--- src/rtl/axi_write_if.sv ---
// AXI4 write-channel slave bridging single-outstanding bursts onto a one-beat-at-a-time internal write port.
// Optional debug outputs are enabled with the AXI_WR_DEBUG_EN macro.
module axi_write_if (
    input  logic        clk,
    input  logic        rst_n,
    input  logic [7:0]  AWID,
    input  logic [10:0] AWADDR,
    input  logic [7:0]  AWLEN,
    input  logic [2:0]  AWSIZE,
    input  logic [1:0]  AWBURST,
    input  logic [3:0]  AWREGION,
    input  logic        AWVALID,
    output logic        AWREADY,
    input  logic [31:0] WDATA,
    input  logic [3:0]  WSTRB,
    input  logic        WLAST,
    input  logic        WVALID,
    output logic        WREADY,
    output logic [7:0]  BID,
    output logic [1:0]  BRESP,
    output logic        BVALID,
    input  logic        BREADY,
    output logic        axi_wr_vld,
    output logic [10:0] axi_wr_addr,
    output logic [31:0] axi_wr_data,
    output logic [3:0]  axi_wr_strb,
    output logic [1:0]  axi_wr_region,
    input  logic        fifo_wr_done,
    input  logic        fifo_err,
    input  logic        iram_wr_done,
    input  logic        wram_wr_done
`ifdef AXI_WR_DEBUG_EN
    ,
    output logic        axi_wr_doing,
    output logic        axi_wr_finish,
    output logic [7:0]  axi_wr_beat_cnt
`endif
);

    typedef enum logic [1:0] {ST_IDLE, ST_DATA, ST_WAIT, ST_RESP} state_t;

    state_t      state_r, state_nxt_s;
    logic        awready_r, awready_nxt_s;
    logic        wready_r, wready_nxt_s;
    logic        bvalid_r, bvalid_nxt_s;
    logic [7:0]  bid_r, bid_nxt_s;
    logic [1:0]  bresp_r, bresp_nxt_s;
    logic        vld_r, vld_nxt_s;
    logic [10:0] wr_addr_r, wr_addr_nxt_s;
    logic [31:0] wr_data_r, wr_data_nxt_s;
    logic [3:0]  wr_strb_r, wr_strb_nxt_s;
    logic [1:0]  wr_region_r, wr_region_nxt_s;
    logic [7:0]  id_r, id_nxt_s;
    logic [10:0] addr_r, addr_nxt_s;
    logic [7:0]  len_r, len_nxt_s;
    logic [1:0]  burst_r, burst_nxt_s;
    logic [1:0]  region_r, region_nxt_s;
    logic [7:0]  cnt_r, cnt_nxt_s;
    logic        err_r, err_nxt_s;
    logic        finish_r, finish_nxt_s;
    logic        beat_done_s;
    logic        last_beat_s;
    logic        unused_s;

    assign unused_s = &{1'b0, AWREGION[3:2]};

    // Next word address; WRAP keeps the upper bits of an aligned (len+1)*4 byte window.
    function automatic logic [10:0] next_addr(input logic [10:0] a, input logic [1:0] burst,
                                              input logic [7:0] len);
        logic [10:0] inc;
        logic [10:0] win_mask;
        inc      = a + 11'd4;
        win_mask = ({3'd0, len} << 2) | 11'h003;
        case (burst)
            2'b00:   next_addr = a;
            2'b10:   next_addr = (a & ~win_mask) | (inc & win_mask);
            default: next_addr = inc;
        endcase
    endfunction

    assign last_beat_s = (cnt_r == len_r);

    // Select the completion strobe belonging to the latched region.
    always_comb begin
        case (region_r)
            2'd0:    beat_done_s = fifo_wr_done;
            2'd1:    beat_done_s = iram_wr_done;
            2'd2:    beat_done_s = wram_wr_done;
            default: beat_done_s = 1'b1;
        endcase
    end

    // Next-state and next-output computation for the burst FSM.
    always_comb begin
        state_nxt_s     = state_r;
        awready_nxt_s   = awready_r;
        wready_nxt_s    = wready_r;
        bvalid_nxt_s    = bvalid_r;
        bid_nxt_s       = bid_r;
        bresp_nxt_s     = bresp_r;
        vld_nxt_s       = 1'b0;
        wr_addr_nxt_s   = wr_addr_r;
        wr_data_nxt_s   = wr_data_r;
        wr_strb_nxt_s   = wr_strb_r;
        wr_region_nxt_s = wr_region_r;
        id_nxt_s        = id_r;
        addr_nxt_s      = addr_r;
        len_nxt_s       = len_r;
        burst_nxt_s     = burst_r;
        region_nxt_s    = region_r;
        cnt_nxt_s       = cnt_r;
        err_nxt_s       = err_r;
        finish_nxt_s    = 1'b0;
        case (state_r)
            ST_IDLE: begin
                if (AWVALID && awready_r) begin
                    id_nxt_s      = AWID;
                    addr_nxt_s    = AWADDR;
                    len_nxt_s     = AWLEN;
                    burst_nxt_s   = AWBURST;
                    region_nxt_s  = AWREGION[1:0];
                    cnt_nxt_s     = 8'd0;
                    err_nxt_s     = (AWSIZE != 3'b010) || (AWBURST == 2'b11);
                    awready_nxt_s = 1'b0;
                    wready_nxt_s  = 1'b1;
                    state_nxt_s   = ST_DATA;
                end else begin
                    awready_nxt_s = 1'b1;
                end
            end
            ST_DATA: begin
                if (WVALID && wready_r) begin
                    wready_nxt_s    = 1'b0;
                    wr_data_nxt_s   = WDATA;
                    wr_strb_nxt_s   = WSTRB;
                    wr_addr_nxt_s   = addr_r;
                    wr_region_nxt_s = region_r;
                    vld_nxt_s       = (region_r != 2'd3);
                    if ((region_r == 2'd3) || (WLAST != last_beat_s)) begin
                        err_nxt_s = 1'b1;
                    end else begin
                        err_nxt_s = err_r;
                    end
                    state_nxt_s     = ST_WAIT;
                end else begin
                    wready_nxt_s = 1'b1;
                end
            end
            ST_WAIT: begin
                if ((region_r == 2'd0) && fifo_err) begin
                    err_nxt_s = 1'b1;
                end else begin
                    err_nxt_s = err_r;
                end
                // The response must reflect an error reported on the final completion cycle.
                if (beat_done_s && last_beat_s) begin
                    bvalid_nxt_s = 1'b1;
                    bid_nxt_s    = id_r;
                    bresp_nxt_s  = err_nxt_s ? 2'b10 : 2'b00;
                    finish_nxt_s = 1'b1;
                    state_nxt_s  = ST_RESP;
                end else if (beat_done_s) begin
                    cnt_nxt_s    = cnt_r + 8'd1;
                    addr_nxt_s   = next_addr(addr_r, burst_r, len_r);
                    wready_nxt_s = 1'b1;
                    state_nxt_s  = ST_DATA;
                end else begin
                    state_nxt_s = ST_WAIT;
                end
            end
            ST_RESP: begin
                if (BREADY) begin
                    bvalid_nxt_s  = 1'b0;
                    awready_nxt_s = 1'b1;
                    state_nxt_s   = ST_IDLE;
                end else begin
                    state_nxt_s = ST_RESP;
                end
            end
            default: begin
                state_nxt_s = ST_IDLE;
            end
        endcase
    end

    // State and output registers; reset aborts any burst in flight.
    always_ff @(posedge clk or negedge rst_n) begin
        if (!rst_n) begin
            state_r     <= ST_IDLE;
            awready_r   <= 1'b0;
            wready_r    <= 1'b0;
            bvalid_r    <= 1'b0;
            bid_r       <= 8'd0;
            bresp_r     <= 2'd0;
            vld_r       <= 1'b0;
            wr_addr_r   <= 11'd0;
            wr_data_r   <= 32'd0;
            wr_strb_r   <= 4'd0;
            wr_region_r <= 2'd0;
            id_r        <= 8'd0;
            addr_r      <= 11'd0;
            len_r       <= 8'd0;
            burst_r     <= 2'd0;
            region_r    <= 2'd0;
            cnt_r       <= 8'd0;
            err_r       <= 1'b0;
            finish_r    <= 1'b0;
        end else begin
            state_r     <= state_nxt_s;
            awready_r   <= awready_nxt_s;
            wready_r    <= wready_nxt_s;
            bvalid_r    <= bvalid_nxt_s;
            bid_r       <= bid_nxt_s;
            bresp_r     <= bresp_nxt_s;
            vld_r       <= vld_nxt_s;
            wr_addr_r   <= wr_addr_nxt_s;
            wr_data_r   <= wr_data_nxt_s;
            wr_strb_r   <= wr_strb_nxt_s;
            wr_region_r <= wr_region_nxt_s;
            id_r        <= id_nxt_s;
            addr_r      <= addr_nxt_s;
            len_r       <= len_nxt_s;
            burst_r     <= burst_nxt_s;
            region_r    <= region_nxt_s;
            cnt_r       <= cnt_nxt_s;
            err_r       <= err_nxt_s;
            finish_r    <= finish_nxt_s;
        end
    end

    assign AWREADY       = awready_r;
    assign WREADY        = wready_r;
    assign BVALID        = bvalid_r;
    assign BID           = bid_r;
    assign BRESP         = bresp_r;
    assign axi_wr_vld    = vld_r;
    assign axi_wr_addr   = wr_addr_r;
    assign axi_wr_data   = wr_data_r;
    assign axi_wr_strb   = wr_strb_r;
    assign axi_wr_region = wr_region_r;

`ifdef AXI_WR_DEBUG_EN
    assign axi_wr_doing    = (state_r == ST_DATA) || (state_r == ST_WAIT);
    assign axi_wr_finish   = finish_r;
    assign axi_wr_beat_cnt = cnt_r;
`else
    logic unused_dbg_s;
    assign unused_dbg_s = &{1'b0, finish_r};
`endif

endmodule

--- config.mk ---
export PLATFORM = sky130hd
export DESIGN_NAME = axi_write_if
export DESIGN_NICKNAME = d
export VERILOG_FILES = /design/src/rtl/axi_write_if.sv
export SDC_FILE = /design/constraint.sdc
export NUM_CORES = 1
export LEC_CHECK = 0
export ABC_AREA = 1
export BUFFER_PORTS_ARGS = -buffer_cell sky130_fd_sc_hd__buf_2
export CAP_MARGIN = 10
export CORE_MARGIN = 2
export CORE_UTILIZATION = 35
export CTS_CLUSTER_SIZE = 20
export DETAILED_ROUTE_END_ITERATION = 10
export RECOVER_POWER = 25
export SYNTH_ARGS = -nofsm -noshare
export SYNTH_HDL_FRONTEND = slang
export SYNTH_SLANG_ARGS = --single-unit
--- constraint.sdc ---
create_clock -name clk -period 1.8 [get_ports clk]
set_clock_uncertainty 0.2 [all_clocks]
set_input_delay 0.36 -clock clk [delete_from_list [all_inputs] [get_ports clk]]
set_output_delay 0.36 -clock clk [all_outputs]
set_load 0.05 [all_outputs]
### After elaboration in Yosys (flattened, before gate mapping)

Index checks and enable logic that the tools add are counted.

* bits in registers: 105
* logic and storage cells: 103
* bits of input ports: 82
* output and inout bits: 63

* muxes and demuxes: 36
* reductions and logical operators: 23
* bitwise logic cells: 4
* add/subtract/negate cells: 2
* eq/ne operators: 20

Operators by type and width (count)
* 11-bit case mux with 2 select lines: 2
* 11-bit two-way mux: 3
* 8-bit two-way mux: 3
* 2-bit inequality test, second input constant: 9
* 8-bit case mux with 2 select lines: 1
* 1-bit two-way mux: 15
* 2-bit equality test, second input constant: 6
* 2-bit two-way mux: 6
* 4-bit AND reduction: 3
* 11-bit by 3-bit adder with 11-bit output, second input constant: 1
* 11-bit by 10-bit bitwise AND with 11-bit output: 1
* 11-bit bitwise AND: 1
* 10-bit NOT with 11-bit output: 1
* 11-bit OR: 1
* 2-bit AND reduction: 5
* 1-bit case mux with 3 select lines: 3
* 8-bit by 1-bit adder with 8-bit output, second input constant: 1
* 8-bit equality test: 1
* 2-bit case mux with 4 select lines: 1
* 2-bit logical NOT: 3
* 2-bit nonzero test: 3
* 5-bit AND reduction: 1
* 2-bit by 1-bit equality test with 1-bit output, second input constant: 2
* 1-bit logical AND: 4
* other kinds (6): 8

### Longest topological paths before layout

* word-level depth: 7
* mapped depth: 11
* gate-level depth less buffers: 11

### Worst setup path before layout

OpenSTA, ideal clock, no wires.

* kind: reg2reg
* start point: register state_r[0]
* end point: register bid_r[5] (netlist: BID[5])
* buffers on the path: 2
* cell stages (with the launch flop): 10
* clock period less this slack: 1.872 ns
* data required time: 1.481 ns
* setup slack: -0.072 ns
* arrival time: 1.553 ns
* library setup time: 0.119 ns
* cell sequence: dfrtp_1 > inv_1 > ha_1 > buf_4 > nand2_1 > nor2_8 > inv_2 > buf_6 > nand2_2 > o21ai_2

* longest elaborated chain between the ends: 2

RTL lines
* from (decl): RTL line 42 `state_t state_r, state_nxt_s;`
* from (signal assigned): RTL line 209 `state_r <= state_nxt_s;`
* 2-bit equality test: RTL line 114 `case (state_r)`
* 2-bit AND reduction (no source line)
* to (signal assigned): RTL line 213 `bid_r <= bid_nxt_s;`
* to (decl): RTL line 46 `logic [7:0] bid_r, bid_nxt_s;`

Every way passes these cells.
A chain may end at the register's enable or synchronous reset.

==> results.md <==
- R2r setup slk: -0.03 ns
- Routed Antenna Nets: 0
- Fmax: 547.6 MHz
- Syn Nets: 693
- Drt pass-1 iters: 5
- Cell Int Power: 7.038 mW
- Post-synth EDFFs: 0
- Starting density of the core: 0.3598
- Routed Wire Length: 13.67 mm
- Hold crit path type: primary input to flop
- RD Place Congestion: 0.8817
- Syn_area_per_cell: 8.301 um2
- YS warnings: 0
- Synth area leaders: dfrtp_1 (52%), nand2_1 (18%), inv_1 (3.7%), o21ai_0 (2.7%), nand3_1 (2.5%)
- Main synth FF type: dfrtp_1
- Die footprint: 15300 um2
- Synthesized flop and latch total: 104
- Layout net count: 898
- Synth top cells by count: nand2_1 (241), dfrtp_1 (104), inv_1 (49), o21ai_0 (27)
- HPWL after detailed placement: 9.898 mm
- Vias in the first global route: 4432
- Die W: 123.7 um
- Clock transition at path regs: 0.07 ns
- Synth top area share: 0.5191
- Final Setup Violations: 3
- Drt via density: 4.704
- CTS H-tree lvls: 3
- Peak supply drop: 836.8 uV
- Max Slew Vio Count: 0
- GR Util All Layers: 0.1771
- CTS Sinks: 104
- FF+latch area: 2608 um2
- Comb power frac: 0.549
- WP data arrival: 1.88 ns
- Share of cells above drive strength 1: 0.3784
- Post-DP Area: 6201 um2
- Final hold violations: 0
- CTS root buf: clkbuf_16
- Post-synth ARST share: 1.000
- Clk network pwr share: 0.159
- Max Root-Sink Buffers: 2
- Critical Path RT: 1.86 ns
- Core Rows: 43
- Layout filler cell count: 1329
- Flop pwr share: 0.292
- Starting DRT DRC Count: 156
- Vias: 4676
- Final Cycle Share: 1.015
- Power per cell area: 1869 nW/um2
- Final critical-path required period: 1.826 ns
- Unrepaired setup endpoints after global routing: true
- Sw power: 6.198 mW
- N_diodes: 0
- Grt ovf: 0
- Sequential share of the synthesized area: 0.5191
- CTS tree: yes
- Fin area: 7083 um2
- Most common cell in the netlist: nand2_1
- Synth Instances: 604
- Largest net degree at the start of global routing: 53
- Switching fraction of total power: 0.4683
- Worst-Margin Slew: 0.5153 ns
- Area of the multi-input gates: 2267 um2
- Setup tns final: -0.03091 ns
- Max-slew headroom: 0.6564
- First-pass GRT wire length: 20.91 mm
- Layout area overhead: 41.28%
- Cell Area, Synth: 5014 um2
- Failing checks: setup timing
- Setup crit end kind: flop
- Initial antenna violation count: 1
- CP Launch Type: flop
- Max-cap viol count: 0
- Placeable Area: 13930 um2
- Crit Path Category: flop to flop
- Num CTS Buffers: 9
- Outcome: finished with violations
- DRC viols: 0
- Die H: 123.7 um
- Synth unique cells: 43
- Port bufs: 141
- Crit-path max FO: 8
- DR WL/cell: 13.75 um
- Worst skew pair latency: 0.36 ns
- Ports: 145
- Static leakage: 3.831 nW
- Post-synth top area cell: dfrtp_1
- Final WS setup: -0.02617 ns
## power groups by stage
stage	clock network (mW)	registers [mW]	logic (mW)
after floorplan	0	5.66	2.60
after global placement	0	3.84	6.26
after detailed placement	0	3.88	6.37
after CTS	2.17	3.85	6.53
after global routing	2.28	3.98	7.88
final	2.10	3.87	7.27
## what timing repair did
item | in CTS | in global routing
hold endpoints to repair | 63 | 0
buffers inserted | 6 | 14
hold buffers | 12 | 0
gates resized for setup | 10 | 60
cloned | 0 | 3
setup endpoints to repair | 85 | 83
pin swaps | 2 | 10
## final timing paths
check | endpoint | depth (start not counted) | start
setup / recovery | flop | 9 | state_r[0]
hold reg to reg | axi_wr_data[24] | 2 | axi_wr_data[24]
hold / removal | axi_wr_data[17] | 3 | WDATA[17]
max in group asynchronous | axi_wr_data[0] | 3 | rst_n
setup reg to reg | flop | 9 | state_r[0]
min in group asynchronous | axi_wr_addr[9] | 2 | rst_n
## state kept, by name (all words and copies together), names as in the netlist, 4 cells and up, named ones only
register,cells
axi_wr_strb,4
id_r,8
axi_wr_data,32
cnt_r,8
BID,8
addr_r,4
axi_wr_addr,11
len_r,8
## kinds of logic after synthesis
group                      after synthesis  share of synthesized area
AOI/OAI and AO/OA                       68                    0.07961
xor gates and xnor gates                 7                    0.01373
adders and majority gates                7                    0.01747
buffers and inverters                   79                    0.06738
DFF                                    104                     0.5191
muxes                                    7                    0.01547
other                                    1                  0.0007480
and+or+nand+nor                        331                     0.2865
## stage by stage
stage / util / worst slack, ns / std cells / total power, mW / hold slack (ns)
after global placement: 0.4450 / -0.1047 / 943 / 10.10 / 0.07002
after floorplan: - / -0.02960 / 604 / 8.253 / -0.1356
after detailed placement: 0.4450 / -0.1804 / 943 / 10.25 / 0.06353
after CTS: 0.4830 / -0.03125 / 977 / 12.56 / 0.0007775
final: 0.5083 / -0.02617 / 994 / 13.24 / 0.01431
after global routing: 0.5083 / -0.07919 / 994 / 14.14 / 0.006309
## cells in the final DEF (no fill, tap or decap), types with 4 or more instances in the layout
| cell type | synthesis | layout |
|---|---|---|
| dfrtp_2 | 0 | 4 |
| dlygate4sd3_1 | 0 | 12 |
| nor2_2 | 1 | 5 |
| inv_4 | 0 | 4 |
| dfrtp_1 | 104 | 100 |
| nand3_1 | 25 | 22 |
| o21ai_0 | 27 | 25 |
| nor2_1 | 25 | 19 |
| buf_4 | 3 | 52 |
| o21ai_1 | 10 | 4 |
| clkbuf_16 | 0 | 12 |
| ha_4 | 0 | 4 |
| or2_2 | 6 | 6 |
| nand4_1 | 20 | 20 |
| nand2_1 | 241 | 230 |
| buf_2 | 6 | 140 |
| mux2_2 | 6 | 6 |
| inv_2 | 5 | 9 |
| buf_12 | 0 | 4 |
| o21ai_2 | 7 | 15 |
| buf_6 | 3 | 4 |
| a21oi_1 | 16 | 15 |
| nand2_2 | 2 | 11 |
| inv_1 | 49 | 41 |
| nor2_4 | 2 | 4 |
## final cells by class
type                       count  area share
clock buffer                  10     0.03233
tap                          180     0.03180
inverter                      55     0.03162
sequential                   104      0.3681
timing repair buffer         218      0.2031
multi-input combinational    421      0.3201
clock inverter                 6     0.01290
## layer usage
| layer | GRT usage | vias to the layer above | part of all wire |
|---|---|---|---|
| met1 | 0.2050 | 2168 | 0.41 |
| met3 | 0.05632 | 28 | 0.077 |
| met2 | 0.3056 | 150 | 0.49 |
| met4 | 0.06747 | 0 | 0.027 |
| met5 | 0 | - | 0 |
| li1 | - | 2330 | - |
## worst max-delay path: stages (launching register included)
cell	delay, ns
dfrtp_1	0.40
inv_2	0.12
ha_4	0.20
nor2_2	0.08
a211oi_4	0.21
buf_6	0.16
buf_12	0.11
nand4_1	0.11
nand2_1	0.08
nand2_1	0.05
No activity file was read; power rests on OpenSTA's default activity.
